<file path="src/rtl/multicycle_control_fsm.sv">
// -----------------------------------------------------------------------------
// multicycle_control_fsm
//
// Sequencer for a multi-cycle MIPS datapath with a shared memory, an IR, a
// register file and a single ALU. Each instruction is stepped through
// FETCH / DECODE / EXECUTE / MEM / WB. Memory states stall on mem_ready, and
// every legal instruction bumps the retired-instruction counter on its final
// cycle.
//
// Ports:
//   clk, rst_n        rising-edge clock, asynchronous active-low reset
//   opcode[5:0]       IR[31:26]; sampled only in DECODE and MEMADR
//   mem_ready         memory access completes this cycle
//   pc_write, pc_write_cond, i_or_d, mem_read, mem_write, ir_write,
//   mem_to_reg, reg_dst, reg_write, alu_src_a, alu_src_b[1:0], alu_op[1:0],
//   pc_source[1:0]    datapath control strobes
//   illegal_op        one-cycle pulse in DECODE for an unsupported opcode
//   state[3:0]        current state encoding, for debug
//   retired[CNT_W-1:0] retired-instruction count, wraps modulo 2^CNT_W
// -----------------------------------------------------------------------------
module multicycle_control_fsm #(
    parameter int CNT_W = 32
) (
    input  logic             clk,
    input  logic             rst_n,
    input  logic [5:0]       opcode,
    input  logic             mem_ready,
    output logic             pc_write,
    output logic             pc_write_cond,
    output logic             i_or_d,
    output logic             mem_read,
    output logic             mem_write,
    output logic             ir_write,
    output logic             mem_to_reg,
    output logic             reg_dst,
    output logic             reg_write,
    output logic             alu_src_a,
    output logic [1:0]       alu_src_b,
    output logic [1:0]       alu_op,
    output logic [1:0]       pc_source,
    output logic             illegal_op,
    output logic [3:0]       state,
    output logic [CNT_W-1:0] retired
);

    typedef enum logic [3:0] {
        S_IDLE   = 4'd0,
        S_FETCH  = 4'd1,
        S_DECODE = 4'd2,
        S_MEMADR = 4'd3,
        S_MEMRD  = 4'd4,
        S_MEMWB  = 4'd5,
        S_MEMWR  = 4'd6,
        S_EXEC   = 4'd7,
        S_ALUWB  = 4'd8,
        S_BRANCH = 4'd9,
        S_JUMP   = 4'd10,
        S_EXECI  = 4'd11,
        S_ALUIWB = 4'd12
    } state_t;

    localparam logic [5:0] OP_RTYPE = 6'b000000;
    localparam logic [5:0] OP_LW    = 6'b100011;
    localparam logic [5:0] OP_SW    = 6'b101011;
    localparam logic [5:0] OP_BEQ   = 6'b000100;
    localparam logic [5:0] OP_J     = 6'b000010;
    localparam logic [5:0] OP_ADDI  = 6'b001000;

    state_t           state_q, state_d;
    logic [CNT_W-1:0] retired_q, retired_d;
    logic             retire_s;

    // State and retired-count registers.
    always_ff @(posedge clk or negedge rst_n) begin
        if (!rst_n) begin
            state_q   <= S_IDLE;
            retired_q <= {CNT_W{1'b0}};
        end else begin
            state_q   <= state_d;
            retired_q <= retired_d;
        end
    end

    // Next-state and control decode. Strobes are decoded straight from
    // state_q, so an asynchronous reset drops every enable immediately.
    always_comb begin
        state_d       = state_q;
        retire_s      = 1'b0;
        pc_write      = 1'b0;
        pc_write_cond = 1'b0;
        i_or_d        = 1'b0;
        mem_read      = 1'b0;
        mem_write     = 1'b0;
        ir_write      = 1'b0;
        mem_to_reg    = 1'b0;
        reg_dst       = 1'b0;
        reg_write     = 1'b0;
        alu_src_a     = 1'b0;
        alu_src_b     = 2'b00;
        alu_op        = 2'b00;
        pc_source     = 2'b00;
        illegal_op    = 1'b0;

        case (state_q)
            S_IDLE: begin
                state_d = S_FETCH;
            end
            S_FETCH: begin
                mem_read  = 1'b1;
                alu_src_b = 2'b01;
                // IR latch and PC+4 only on the cycle the read completes.
                if (mem_ready) begin
                    ir_write = 1'b1;
                    pc_write = 1'b1;
                    state_d  = S_DECODE;
                end else begin
                    state_d  = S_FETCH;
                end
            end
            S_DECODE: begin
                // ALU precomputes the branch target while decoding.
                alu_src_b = 2'b11;
                case (opcode)
                    OP_RTYPE: state_d = S_EXEC;
                    OP_LW:    state_d = S_MEMADR;
                    OP_SW:    state_d = S_MEMADR;
                    OP_BEQ:   state_d = S_BRANCH;
                    OP_J:     state_d = S_JUMP;
                    OP_ADDI:  state_d = S_EXECI;
                    default: begin
                        illegal_op = 1'b1;
                        state_d    = S_FETCH;
                    end
                endcase
            end
            S_MEMADR: begin
                alu_src_a = 1'b1;
                alu_src_b = 2'b10;
                case (opcode)
                    OP_LW:   state_d = S_MEMRD;
                    OP_SW:   state_d = S_MEMWR;
                    // Opcode changed under us: abandon and refetch.
                    default: state_d = S_FETCH;
                endcase
            end
            S_MEMRD: begin
                mem_read = 1'b1;
                i_or_d   = 1'b1;
                if (mem_ready) begin
                    state_d = S_MEMWB;
                end else begin
                    state_d = S_MEMRD;
                end
            end
            S_MEMWB: begin
                reg_write  = 1'b1;
                mem_to_reg = 1'b1;
                retire_s   = 1'b1;
                state_d    = S_FETCH;
            end
            S_MEMWR: begin
                mem_write = 1'b1;
                i_or_d    = 1'b1;
                if (mem_ready) begin
                    retire_s = 1'b1;
                    state_d  = S_FETCH;
                end else begin
                    state_d  = S_MEMWR;
                end
            end
            S_EXEC: begin
                alu_src_a = 1'b1;
                alu_op    = 2'b10;
                state_d   = S_ALUWB;
            end
            S_ALUWB: begin
                reg_write = 1'b1;
                reg_dst   = 1'b1;
                retire_s  = 1'b1;
                state_d   = S_FETCH;
            end
            S_BRANCH: begin
                alu_src_a     = 1'b1;
                alu_op        = 2'b01;
                pc_write_cond = 1'b1;
                pc_source     = 2'b01;
                retire_s      = 1'b1;
                state_d       = S_FETCH;
            end
            S_JUMP: begin
                pc_write  = 1'b1;
                pc_source = 2'b10;
                retire_s  = 1'b1;
                state_d   = S_FETCH;
            end
            S_EXECI: begin
                alu_src_a = 1'b1;
                alu_src_b = 2'b10;
                state_d   = S_ALUIWB;
            end
            S_ALUIWB: begin
                reg_write = 1'b1;
                retire_s  = 1'b1;
                state_d   = S_FETCH;
            end
            default: begin
                state_d = S_IDLE;
            end
        endcase
    end

    // Retired counter update; wraps naturally at 2^CNT_W.
    always_comb begin
        if (retire_s) begin
            retired_d = retired_q + {{(CNT_W-1){1'b0}}, 1'b1};
        end else begin
            retired_d = retired_q;
        end
    end

    assign state   = state_q;
    assign retired = retired_q;

endmodule

</file>
<file path="config.mk">
export PLATFORM = sky130hd
export DESIGN_NAME = multicycle_control_fsm
export DESIGN_NICKNAME = d
export VERILOG_FILES = /design/src/rtl/multicycle_control_fsm.sv
export SDC_FILE = /design/constraint.sdc
export NUM_CORES = 1
export LEC_CHECK = 0
export BUFFER_PORTS_ARGS = -buffer_cell sky130_fd_sc_hd__buf_2
export CAP_MARGIN = 20
export CORE_MARGIN = 2
export CORE_UTILIZATION = 50
export DETAILED_ROUTE_END_ITERATION = 12
export PLACE_DENSITY = 0.78
export SYNTH_ARGS = -nofsm -noshare
export SYNTH_HDL_FRONTEND = slang
export SYNTH_SLANG_ARGS = --single-unit
</file>
<file path="constraint.sdc">
create_clock -name clk -period 4.2 [get_ports clk]
set_clock_uncertainty 0.15 [all_clocks]
set_input_delay 0.21 -clock clk [delete_from_list [all_inputs] [get_ports clk]]
set_output_delay 0.21 -clock clk [all_outputs]
set_load 0.01 [all_outputs]
</file>
**Yosys cells after proc, flatten, opt, wreduce, memory -nomap -nowiden**

Cells that the tools add are included.

- Register bits after elaboration: 36
- Bits of input ports: 9
- Output and inout port bits: 53
- Word-level logic and storage cells: 54

- $add $sub $neg: 1
- Mux-type cells: 23
- Reductions and logical operators: 11
- Eq/ne operators: 17

Operators by type and width:

| kind | count |
|---|---|
| $add A32 B1 Y32 const B | 1 |
| $pmux W4 S8 | 1 |
| $eq A4 B4 Y1 const B | 5 |
| $pmux W4 S5 | 1 |
| $eq A4 B3 Y1 const B | 4 |
| $mux W1 | 13 |
| $eq A6 B6 Y1 const B | 2 |
| $reduce_or A6 Y1 | 2 |
| $eq A4 B2 Y1 const B | 2 |
| $pmux W2 S2 | 2 |
| $reduce_or A2 Y1 | 4 |
| $eq A6 B2 Y1 const B | 1 |
| $eq A6 B3 Y1 const B | 1 |
| $eq A6 B4 Y1 const B | 1 |
| $logic_not A6 Y1 | 1 |
| $pmux W2 S3 | 1 |
| $pmux W3 S2 | 1 |
| $reduce_or A5 Y1 | 1 |
| $eq A4 B1 Y1 const B | 1 |
| $logic_not A4 Y1 | 1 |
| $pmux W1 S2 | 2 |
| $reduce_or A4 Y1 | 1 |
| $mux W3 | 1 |
| $reduce_or A3 Y1 | 1 |
| $mux W2 | 1 |

**Longest topological paths before layout**

Gate-level depths: netlist of run 1.

- Depth after elaboration: 4
- Depth in mapped cells: 7
- Mapped depth without buffers: 5

**Worst setup path before layout of run 1**

No wires, ideal clock.

- Kind: register to register
- Start point: register state_q[1] (netlist: state[1])
- End point: register retired_q[11] (netlist: retired[11])
- Cell stages (with the launch flop): 8
- Library setup time: 0.079 ns
- Arrival: 1.737 ns
- Clock period less this slack: 1.967 ns
- Buffers on the path: 2
- Path slack: 2.233 ns
- Cells stage by stage: dfrtp_1 -> buf_2 -> nand2b_1 -> a21oi_2 -> nor2_1 -> buf_4 -> nor4_1 -> xor2_1

- Longest elaborated chain between the ends: 3
- Elaborated cells on any way between the ends: 8
- Those cells by class: eq/ne: 6; mux: 1; reduce/logical: 1

Ends and longest elaborated chain:

| element | line | source |
|---|---|---|
| start, declared | 69 | `state_t state_q, state_d;` |
| start signal, assigned | 79 | `state_q <= state_d;` |
| $eq A4 B4 Y1 or $eq A4 B3 Y1 (tied branches) | 104 | `case (state_q)` |
| $reduce_or A5 Y1 (no source line) | - |  |
| $pmux W1 S2 * | 104 |  |
| end signal, assigned | 77 | `retired_q <= {CNT_W{1'b0}};` |
| end signal, assigned | 80 | `retired_q <= retired_d;` |
| end, declared | 70 | `logic [CNT_W-1:0] retired_q, retired_d;` |

Every way passes the cells marked *; elsewhere a longest branch is shown, timed or not.
A chain may end at the register's enable or synchronous reset.

**Worst setup path after layout of run 1**

- Start point: register state_q[0] (netlist: state[0])
- End point: register retired_q[1] (netlist: retired[1])

Same word-level chain as after synthesis.

==> flow_metrics.py, run 1 <==
metrics = {
    "status": {
        "run_status": "finished clean",
    },
    "cells_and_area": {
        "fill_cells": 339,
        "final_net_count": 282,
        "final_layout_size_suffix_gt1_share_pct": 28.2,
        "synthToLayoutAreaGrowth_pct": 21.5,
        "diodes": 0,
    },
    "routing": {
        "met2RoutedLength_um": 2150,
        "route.layer.met1.wl_um": 1930,
        "met3_length_um": 223,
        "num_vias": 1770,
        "postRouteWirelength_um": 4410,
        "post-route-drc-count": 0,
        "drt-pass1-iter-count": 7,
        "first_iter_violations": 96,
        "post_drt_wl_per_cell_um": 13.7,
        "dr.max_layer_used": "met4",
        "ant_nets": 0,
        "number_of_vias_per_cell": 5.48,
    },
    "timing": {
        "finalCritPeriodShare_pct": 57.5,
        "layout_setup_ws_ns": 1.78,
        "drv_slew": 0,
        "tightest_slew_ns": 0.790,
        "timing.final.hold_violations": 0,
        "period_needed_ns": 2.42,
        "fmaxAchievable_mhz": 414,
        "timing.setup.tns_ns": 0,
        "timing.max_slew.rel_slack_pct": 47.4,
        "finalSetupViolations": 0,
        "setup_repair_after_global_routing_missed_its_margin": "false",
        "fin_hold_ws_ns": 0.0747,
    },
    "worst_hold_path": {
        "worstHoldPathType": "in2reg",
    },
    "logic_synthesis": {
        "netlist-cell-type-count": 44,
        "postSynth.asyncResetShare_pct": 100,
        "synth_edf_count": 0,
        "synth_seq_area_share_pct": 44.4,
        "postSynthAreaPerCell_um2": 9.56,
        "post_syn_area_um2": 2030,
        "syn_nets": 222,
        "yosys_register_bits": 36,
        "ys_dominant_reg_cell": "sky130_fd_sc_hd__dfrtp_1",
        "yosys_warnings": 0,
        "number_of_cells_produced_by_synthesis": 212,
    },
    "worst_setup_path": {
        "crit_chain": "a21oi_1, o21a_1, nor2_1, mux2_2",
        "timing.critical_path.required_ns": 4.23,
        "timing_worst_setup_path_type": "reg2reg",
        "cp_slowest_cell": "sky130_fd_sc_hd__dfrtp_1",
        "startpoint_type": "flop",
        "timing.critical_path.slowest_cell_delay_ns": 0.72,
        "worstPathBufferInverterCount": 0,
        "critical_path_peak_fanout": 23,
        "cp-end-kind": "flop",
        "crit_arrival_ns": 2.45,
        "timing.critical_path.max_delay_family": "flip-flops",
    },
    "run": {
        "maxCapViolations": 0,
    },
    "clock_network": {
        "post_cts_buffers": 0,
        "htreeDepth": 2,
        "cts_tree": "done",
        "clk_latency_ns": 0.29,
        "cts_inserted_buffers": 5,
        "cts-root-to-sink-buffers": 2,
        "cts_sinks": 36,
        "library_cell_used_as_clock_root_buffer": "sky130_fd_sc_hd__clkbuf_8",
        "cts.clk_slew.worst_paths_ns": 0.08,
    },
    "floorplan": {
        "die-width_um": 67.7,
        "io_pins": 62,
        "floorplan.initialDensity_pct": 51.4,
        "dieHeight_um": 67.7,
        "std_cell_rows": 23,
        "placeableCoreArea_um2": 3940,
        "die_ar_um2": 4580,
    },
    "power_and_ir_drop": {
        "total_power_mw": 0.838,
        "static-leakage-power_nw": 1.18,
        "total_switching_power_mw": 0.238,
        "share_clk_of_total_power_pct": 36.6,
        "power-per-cell-area_nw_per_um2": 340,
        "power.sequential.fraction_pct": 47.6,
        "p_int_mw": 0.600,
        "power.combinational.fraction_pct": 15.8,
        "sw_share_pct": 28.4,
        "max-vdd-ir-drop_mv": 0.283,
    },
    "global_route": {
        "wire_length_of_the_first_global_routing_pass_um": 7090,
        "initial_antenna_violation_count": 0,
        "groute.usage.overall_pct": 20.9,
        "grt_pass1_vias": 1612,
        "grt-ovfl-total": 0,
        "grt_max_degree": 37,
    },
    "placed_design": {
        "pre_cts_ws_ns": 1.80,
        "finalWeightedCongestion": 0.805,
        "buffer_ports.inserted": 61,
        "place_hpwl_um": 3110,
    },
}
==> cell type report <==
cell class	count	area, um2	area share (%)
tap	50	62.6	2.54
sequential	36	901	36.6
multi-input combinational	160	1050	42.5
clock buffer	5	68.8	2.79
inverter	7	26.3	1.07
clock inverter	3	42.5	1.73
timing repair buffer	62	315	12.8
==> metrics by stage <==
stage | area [um2] | util, % | std cells
3_5_place_dp | 2340 | 59.4 | 314
2_1_floorplan | 2030 | - | 212
4_1_cts | 2460 | 62.5 | 323
6_report | 2460 | 62.5 | 323
5_1_grt | 2460 | 62.5 | 323
3_3_place_gp | 2340 | 59.4 | 314
==> cells in the final DEF, fill, tap and decap left out, types with 3 or more instances in the layout <==
cell,synthesis,final
sky130_fd_sc_hd__a21boi_0,3,3
sky130_fd_sc_hd__a21oi_1,4,4
sky130_fd_sc_hd__and3_1,3,3
sky130_fd_sc_hd__and4_1,3,3
sky130_fd_sc_hd__buf_2,3,61
sky130_fd_sc_hd__clkbuf_8,0,5
sky130_fd_sc_hd__dfrtp_1,36,36
sky130_fd_sc_hd__inv_1,7,7
sky130_fd_sc_hd__nand2_1,16,16
sky130_fd_sc_hd__nand2b_1,7,7
sky130_fd_sc_hd__nand3_1,7,7
sky130_fd_sc_hd__nor2_1,21,21
sky130_fd_sc_hd__nor3_1,13,13
sky130_fd_sc_hd__nor4_1,8,8
sky130_fd_sc_hd__o2111ai_1,3,3
sky130_fd_sc_hd__o21ai_0,6,6
sky130_fd_sc_hd__or3_1,3,3
sky130_fd_sc_hd__xnor2_1,10,10
sky130_fd_sc_hd__xor2_1,23,23
==> path summary, 6_finish.rpt <==
check                            start           to  slack (ns)  cells after the start
setup / recovery              state[0]   retired[1]        1.78                      4
hold reg to reg            retired[26]  retired[26]        0.34                      1
setup reg to reg              state[0]   retired[1]        1.78                      4
hold / removal               opcode[3]     state[2]        0.07                      2
max in group asynchronous        rst_n     state[1]        3.01                      2
min in group asynchronous        rst_n  retired[19]        0.38                      2
==> routing by layer <==
layer,global-route usage (%),vias to the layer above
met5,0,-
met1,24.9,841
met2,34.9,56
met3,5.00,12
li1,-,861
met4,10.7,0
==> state kept, by name (all words and copies together) (netlist names) <==
name and count:
retired 32, state 4
==> power groups by stage <==
stage	Clock, mW	Combinational [mW]	Sequential, mW
finish	0.307	0.133	0.399
global route	0.328	0.151	0.403
CTS	0.310	0.135	0.399
detailed placement	0	0.133	0.405
global placement	0	0.131	0.405
floorplan	0	0.0854	0.397
==> synth_stat cells, drive strengths merged, types with 2 or more instances <==
library cell / n / share of area (%)
dfrtp: 36 / 44
xor2: 23 / 9.9
nor2: 21 / 3.9
nand2: 16 / 3.0
nor3: 13 / 3.2
xnor2: 10 / 4.3
nor4: 9 / 3.5
buf: 7 / 2.2
inv: 7 / 1.3
nand2b: 7 / 2.2
nand3: 7 / 1.7
o21ai: 6 / 1.5
a21oi: 5 / 1.4
a21boi: 3 / 1.1
and3: 3 / 0.93
and4: 3 / 1.3
o2111ai: 3 / 1.3
o211ai: 3 / 1.4
or3: 3 / 0.93
a211oi: 2 / 0.74
a31oi: 2 / 0.62
and2: 2 / 0.62
clkbuf: 2 / 0.37
mux2: 2 / 1.1
nand3b: 2 / 0.74
nand4: 2 / 0.93
nor3b: 2 / 0.74
nor4b: 2 / 0.86
or2: 2 / 0.74
==> kinds of logic (layout without fill, tap and decap cells) <==
kind of cell	Yosys count	in the layout	share of synthesized area [%]
AOI/OAI and AO/OA	28	28	9.75
buffers and inverters	16	77	3.89
and+or+nand+nor	96	96	25.9
muxes	2	2	1.11
DFF	36	36	44.4
adders and majority gates	1	1	0.617
xor gates and xnor gates	33	33	14.3
==> repair_timing <==
item                                   4_1_cts  5_1_grt
endpoints found under the hold margin       36        0
setup endpoints to repair                    0        0
hold buffers                                 1        0
gates resized for setup                      0        0
Note: power is estimated with default switching activity, not from simulation.
==> run 2: changes to the inputs <==
Settings changed: ABC_AREA set to 1, CORE_UTILIZATION 50 to 49, PLACE_DENSITY 0.78 to 0.77.
Clock period 4.2 ns to 2 ns, I/O delays scaled along.
==> run 2 against run 1 <==
Effect of this change: hold slack lost 0.059 ns; synthesized cell count grew 97%; non-clock buffer count grew 4; sequential share of layout area shrank 6.7 points; via count grew 56%; core utilization shrank 2.6 points; worst setup slack lost 1.7 ns; sequential power grew 120%; first-iteration DRC count grew 34%; flip-flop and latch count is the same; largest cell class unchanged; highest routed layer unchanged.
==> flow_metrics.py, run 2 <==
metrics = {
    "clock_network": {
        "post_cts_buffers": 0,
        "clk_latency_ns": 0.30,
        "library_cell_used_as_clock_root_buffer": "sky130_fd_sc_hd__clkbuf_8",
        "cts.clk_slew.worst_paths_ns": 0.07,
        "cts_inserted_buffers": 5,
        "cts_tree": "done",
        "cts-root-to-sink-buffers": 2,
        "cts_sinks": 36,
        "htreeDepth": 2,
    },
    "worst_setup_path": {
        "critical_path_peak_fanout": 5,
        "crit_chain": "nor2_2, inv_1, nor2_2, inv_1, nor3_1, buf_2",
        "timing_worst_setup_path_type": "reg2out",
        "timing.critical_path.max_delay_family": "simple AND/OR/NAND/NOR gates",
        "cp_slowest_cell": "sky130_fd_sc_hd__dfrtp_1",
        "worstPathBufferInverterCount": 3,
        "cp-end-kind": "primary output",
        "startpoint_type": "flop",
        "timing.critical_path.slowest_cell_delay_ns": 0.45,
        "timing.critical_path.required_ns": 1.75,
        "setup.reg_to_reg.worst_slack_ns": 0.16,
        "crit_arrival_ns": 1.63,
    },
    "logic_synthesis": {
        "synth.cells.most_frequent": "sky130_fd_sc_hd__nand2_1 (184), sky130_fd_sc_hd__nor2_1 (72), sky130_fd_sc_hd__inv_1 (42)",
        "yosys_register_bits": 36,
        "synth.largest_area_cell": "sky130_fd_sc_hd__dfrtp_1",
        "number_of_cells_produced_by_synthesis": 417,
        "ys_dominant_reg_cell": "sky130_fd_sc_hd__dfrtp_1",
        "yosys_warnings": 0,
        "synthesized_area_fraction_occupied_by_and_or_nand_nor_cells_pct": 49.3,
        "postSynth.asyncResetShare_pct": 100,
        "synth_compound_area_share_pct": 3.20,
        "synth_seq_area_share_pct": 35.5,
        "share_of_synthesized_cell_area_in_full_adder_half_adder_and_majority_cells_pct": 0.492,
        "dominant_combinational_cell_family_by_area_after_synthesis": "simple AND/OR/NAND/NOR gates",
        "post_syn_area_um2": 2540,
        "synthTopCellsByArea": "sky130_fd_sc_hd__dfrtp_1 (35%), sky130_fd_sc_hd__nand2_1 (27%), sky130_fd_sc_hd__nor2_1 (11%)",
        "postSynthAreaPerCell_um2": 6.09,
        "post_synth_xor_area_fraction_pct": 2.07,
        "synth.most_common_cell": "sky130_fd_sc_hd__nand2_1",
        "netlist-cell-type-count": 21,
        "synth_edf_count": 0,
        "synth_top_cell_area_share_pct": 35.5,
        "synth.area.mux_share_pct": 0,
        "syn_nets": 427,
    },
    "placed_design": {
        "finalWeightedCongestion": 0.911,
        "pre_cts_ws_ns": 0.0931,
        "buffer_ports.inserted": 61,
        "place_hpwl_um": 5140,
    },
    "power_and_ir_drop": {
        "static-leakage-power_nw": 1.59,
        "p_int_mw": 1.22,
        "sw_share_pct": 36.2,
        "total_switching_power_mw": 0.696,
        "share_clk_of_total_power_pct": 27.3,
        "power.combinational.fraction_pct": 27.9,
        "power.sequential.fraction_pct": 44.8,
        "max-vdd-ir-drop_mv": 0.384,
        "power-per-cell-area_nw_per_um2": 636,
        "total_power_mw": 1.92,
    },
    "cells_and_area": {
        "final_net_count": 493,
        "largest_register_ffs": 32,
        "final_layout_size_suffix_gt1_share_pct": 17.6,
        "fill_cells": 518,
        "mostFrequentLayoutCells": "sky130_fd_sc_hd__nand2_1 (184), sky130_fd_sc_hd__nor2_1 (67), sky130_fd_sc_hd__buf_2 (61), sky130_fd_sc_hd__inv_1 (42), sky130_fd_sc_hd__dfrtp_1 (36)",
        "most_frequent_standard_cell_in_the_layout_excluding_fill_and_tap_cells": "sky130_fd_sc_hd__nand2_1",
        "synthToLayoutAreaGrowth_pct": 18.9,
        "diodes": 0,
    },
    "routing": {
        "first_iter_violations": 129,
        "num_vias": 2757,
        "ant_nets": 0,
        "post_drt_wl_per_cell_um": 12.0,
        "drt-pass1-iter-count": 4,
        "number_of_vias_per_cell": 4.98,
        "post-route-drc-count": 0,
        "postRouteWirelength_um": 6660,
    },
    "global_route": {
        "grt-ovfl-total": 0,
        "groute.usage.overall_pct": 23.7,
        "wire_length_of_the_first_global_routing_pass_um": 11200,
        "grt_max_degree": 47,
        "initial_antenna_violation_count": 0,
        "grt_pass1_vias": 2546,
    },
    "timing": {
        "finalCritPeriodShare_pct": 94.1,
        "timing.max_slew.rel_slack_pct": 45.4,
        "fin_hold_ws_ns": 0.0159,
        "layout_setup_ws_ns": 0.118,
        "tightest_slew_ns": 0.819,
        "fmaxAchievable_mhz": 531,
        "finalSetupViolations": 0,
        "period_needed_ns": 1.88,
        "timing.final.hold_violations": 0,
        "drv_slew": 0,
    },
    "worst_hold_path": {
        "worstHoldPathType": "in2reg",
    },
    "floorplan": {
        "dieHeight_um": 76.0,
        "io_pins": 62,
        "std_cell_rows": 26,
        "floorplan.initialDensity_pct": 50.4,
        "placeableCoreArea_um2": 5040,
        "die-width_um": 76.0,
        "die_ar_um2": 5780,
    },
    "status": {
        "run_status": "finished clean",
    },
    "run": {
        "maxCapViolations": 0,
    },
}
-- run 2: metrics by stage --
step / TNS [ns] / instance area, um2 / cells / utilization, %
2_1_floorplan: 0 / 2540 / 417 / -
3_3_place_gp: 0 / 2890 / 543 / 57.3
3_5_place_dp: 0 / 2890 / 543 / 57.3
4_1_cts: 0 / 3010 / 554 / 59.7
5_1_grt: -0.00679 / 3020 / 554 / 59.9
6_report: 0 / 3020 / 554 / 59.9
-- run 2: cell families after synthesis --
family	count (synthesis)
buffers and inverters	52
flip-flops	36
adder cells (fa/ha/maj)	1
AND/OR/NAND/NOR	306
AO/OA/AOI/OAI	16
XOR/XNOR	6
-- run 2: what timing repair did --
action | 4_1_cts | 5_1_grt
endpoints found under the hold margin | 38 | 0
gates resized for setup | 1 | 4
hold buffers | 3 | 0
pin swaps | 0 | 0
setup endpoints to repair | 1 | 8
-- run 2: per-layer routing --
layer | GRT usage [%] | wire length (um) | vias to the layer above
met3 | 4.86 | 363 | 15
li1 | - | - | 1417
met1 | 28.4 | 2910 | 1247
met4 | 10.5 | 201 | 0
met5 | 0 | 0 | -
met2 | 41.1 | 3180 | 78
-- run 2: power by group through the flow --
stage          registers [mW]  clock network (mW)  logic (mW)
5_1_grt                 0.871               0.563       0.600
2_1_floorplan           0.889                   0       0.308
6_report                0.860               0.524       0.536
3_3_place_gp            0.866                   0       0.531
3_5_place_dp            0.873                   0       0.527
4_1_cts                 0.859               0.537       0.535
-- run 2: cell type report --
type                       count  area [um2]  share of cell area [%]
clock buffer                   5        68.8                    2.28
tap                           70        87.6                    2.90
inverter                      45         169                    5.59
sequential                    36         901                    29.8
multi-input combinational    329        1410                    46.8
clock inverter                 3        18.8                   0.621
timing repair buffer          66         363                    12.0
-- run 2: worst register-to-register path, cell delays in order, from the launching register on --
cell and delay, ns:
sky130_fd_sc_hd__dfrtp_1 0.43, sky130_fd_sc_hd__ha_1 0.24, sky130_fd_sc_hd__nand2_1 0.08, sky130_fd_sc_hd__nor2_2 0.19, sky130_fd_sc_hd__nand2_1 0.10, sky130_fd_sc_hd__nor2_1 0.26, sky130_fd_sc_hd__nand2_1 0.09, sky130_fd_sc_hd__nand2_1 0.06
sky130_fd_sc_hd__nand2_1 0.05, sky130_fd_sc_hd__nand2_1 0.05, sky130_fd_sc_hd__nand2_1 0.04
-- run 2: worst paths after layout --
kind                             startpoint          end  cells after the start
worst max-delay path               state[2]   illegal_op                      6
worst min-delay path              opcode[2]     state[2]                      4
worst max register to register   retired[0]  retired[30]                     10
worst min register to register  retired[31]  retired[31]                      2
max in group asynchronous             rst_n     state[3]                      2
min in group asynchronous             rst_n  retired[25]                      2
==> run 3: changes to the inputs <==
Settings changed: CORE_MARGIN 2 to not set, GPL_ROUTABILITY_DRIVEN set to 1, SKIP_CTS_REPAIR_TIMING set to 1.
==> run 3 against run 2 <==
Effect of this change: flip-flop and latch count unchanged; clock power grew 7.6%; global-route usage grew 2.8 points; cell count is 0.36% lower; wire length is 1.3% higher; hold slack got worse by 0.0062 ns; maximum frequency grew 0.17%; largest cell class unchanged; largest power group unchanged.
==> flow_metrics.py, run 3 (synthesis results as in run 2) <==
metrics = {
    "clock_network": {
        "cts_sinks": 36,
        "cts_tree": "done",
        "cts-root-to-sink-buffers": 2,
        "htreeDepth": 2,
        "cts_inserted_buffers": 5,
        "library_cell_used_as_clock_root_buffer": "sky130_fd_sc_hd__clkbuf_8",
        "clk_latency_ns": 0.29,
        "cts.clk_slew.worst_paths_ns": 0.07,
    },
    "global_route": {
        "initial_antenna_violation_count": 0,
        "groute.usage.overall_pct": 26.5,
        "wire_length_of_the_first_global_routing_pass_um": 11100,
        "grt-ovfl-total": 0,
        "grt_pass1_vias": 2444,
        "grt_max_degree": 37,
    },
    "worst_setup_path": {
        "critical_path_peak_fanout": 5,
        "reg2reg_to": "retired[30]",
        "crit-reg2reg-launch": "retired[0]",
        "startpoint_type": "flop",
        "timing.critical_path.required_ns": 1.75,
        "crit_arrival_ns": 1.63,
        "cp-end-kind": "primary output",
        "reg2reg_depth": 10,
        "timing_worst_setup_path_type": "reg2out",
        "setup.reg_to_reg.worst_slack_ns": 0.19,
    },
    "timing": {
        "timing.setup.tns_ns": 0,
        "timing.final.hold_violations": 0,
        "setup_repair_after_global_routing_missed_its_margin": "true",
        "finalCritPeriodShare_pct": 94.0,
        "period_needed_ns": 1.88,
        "tightest_slew_ns": 0.813,
        "finalSetupViolations": 0,
        "drv_slew": 0,
        "timing.max_slew.rel_slack_pct": 45.8,
        "fmaxAchievable_mhz": 532,
    },
    "worst_hold_path": {
        "worstHoldPathType": "in2reg",
        "worst_min_delay_path_endpoint": "state[2]",
        "timing.hold.worst.start": "opcode[2]",
        "min_path_cells": 4,
    },
    "placed_design": {
        "finalWeightedCongestion": 0.902,
        "buffer_ports.inserted": 61,
        "place_hpwl_um": 5240,
    },
    "power_and_ir_drop": {
        "sw_share_pct": 34.2,
        "power.combinational.fraction_pct": 27.0,
        "p_int_mw": 1.28,
        "total_switching_power_mw": 0.668,
        "static-leakage-power_nw": 1.60,
        "power.sequential.fraction_pct": 44.1,
        "max-vdd-ir-drop_mv": 0.551,
        "total_power_mw": 1.95,
        "share_clk_of_total_power_pct": 28.9,
        "power-per-cell-area_nw_per_um2": 646,
    },
    "status": {
        "run_status": "finished clean",
    },
    "routing": {
        "first_iter_violations": 165,
        "num_vias": 2786,
        "post_drt_wl_per_cell_um": 12.2,
        "drt-pass1-iter-count": 5,
        "post-route-drc-count": 0,
        "postRouteWirelength_um": 6750,
        "ant_nets": 0,
        "number_of_vias_per_cell": 5.05,
    },
    "floorplan": {
        "die_ar_um2": 5480,
        "std_cell_rows": 25,
        "floorplan.initialDensity_pct": 52.4,
        "dieHeight_um": 74.0,
        "placeableCoreArea_um2": 4850,
        "io_pins": 62,
        "die-width_um": 74.0,
    },
    "cells_and_area": {
        "largest_register_ffs": 32,
        "final_net_count": 495,
        "most_frequent_standard_cell_in_the_layout_excluding_fill_and_tap_cells": "sky130_fd_sc_hd__nand2_1",
        "post-route-util_pct": 62.3,
        "mostFrequentLayoutCells": "sky130_fd_sc_hd__nand2_1 (184), sky130_fd_sc_hd__nor2_1 (69), sky130_fd_sc_hd__buf_2 (61), sky130_fd_sc_hd__inv_1 (42), sky130_fd_sc_hd__dfrtp_1 (36)",
        "synthToLayoutAreaGrowth_pct": 19.0,
        "diodes": 0,
        "seqCellArea_um2": 901,
        "final_layout_size_suffix_gt1_share_pct": 17.3,
        "fill_cells": 510,
        "combined_area_of_the_multi_input_logic_cells_um2": 1410,
    },
    "run": {
        "maxCapViolations": 0,
    },
}
## run 3: cell count changes in the layout (fill, tap and decap cells not counted)
cell	change
sky130_fd_sc_hd__buf_12	-1
sky130_fd_sc_hd__buf_4	+3
sky130_fd_sc_hd__clkbuf_8	+2
sky130_fd_sc_hd__clkinv_2	-2
sky130_fd_sc_hd__clkinv_4	-1
sky130_fd_sc_hd__nor2_1	+2
sky130_fd_sc_hd__nor2_2	-2
## run 3: metal layers
layer	global-route usage [%]	wire length [um]	up-vias
met5	0	0	-
met1	35.9	3170	1272
met2	43.5	3100	80
li1	-	-	1420
met3	3.93	352	14
met4	8.55	123	0
## run 3: power groups by stage
stage | sequential (mW) | clock (mW) | combinational [mW]
after floorplan | 0.889 | 0 | 0.308
after global placement | 0.866 | 0 | 0.517
after detailed placement | 0.874 | 0 | 0.518
after CTS | 0.861 | 0.580 | 0.520
after global routing | 0.876 | 0.604 | 0.590
final | 0.862 | 0.564 | 0.527
## run 3: through the flow
| stage | setup WS (ns) | hold WS [ns] | cells | cell area, um2 |
|---|---|---|---|---|
| 6_report | 0.121 | 0.00969 | 552 | 3020 |
| 5_1_grt | -0.0235 | 0.0771 | 552 | 3020 |
| 4_1_cts | -0.0154 | -0.219 | 549 | 2990 |
| 3_5_place_dp | 0.0978 | 0.0958 | 542 | 2890 |
| 3_3_place_gp | 0.168 | 0.0902 | 542 | 2890 |
| 2_1_floorplan | 0.276 | -0.346 | 417 | 2540 |
## run 3: worst max path at each step
stage	end	start	slack, ns
2_1_floorplan	retired[13]	state[1]	0.28
3_3_place_gp	retired[30]	retired[0]	0.17
3_5_place_dp	retired[30]	retired[0]	0.1
4_1_cts	illegal_op	state[2]	-0.02
5_1_grt	illegal_op	state[2]	-0.02
6_report	illegal_op	state[2]	0.12
## run 3: final cells by class
class / count / share of cell area (%)
clock buffer: 7 / 3.19
sequential: 36 / 29.8
multi-input combinational: 329 / 46.6
timing repair buffer: 68 / 12.1
inverter: 45 / 5.59
tap: 67 / 2.77
## run 3: worst max-delay path, stage by stage, from the launching register on
cell and delay [ns]:
sky130_fd_sc_hd__dfrtp_1 0.46, sky130_fd_sc_hd__nor2_2 0.20, sky130_fd_sc_hd__inv_1 0.11, sky130_fd_sc_hd__nor2_2 0.16, sky130_fd_sc_hd__inv_1 0.09, sky130_fd_sc_hd__nor3_1 0.17
sky130_fd_sc_hd__buf_2 0.15
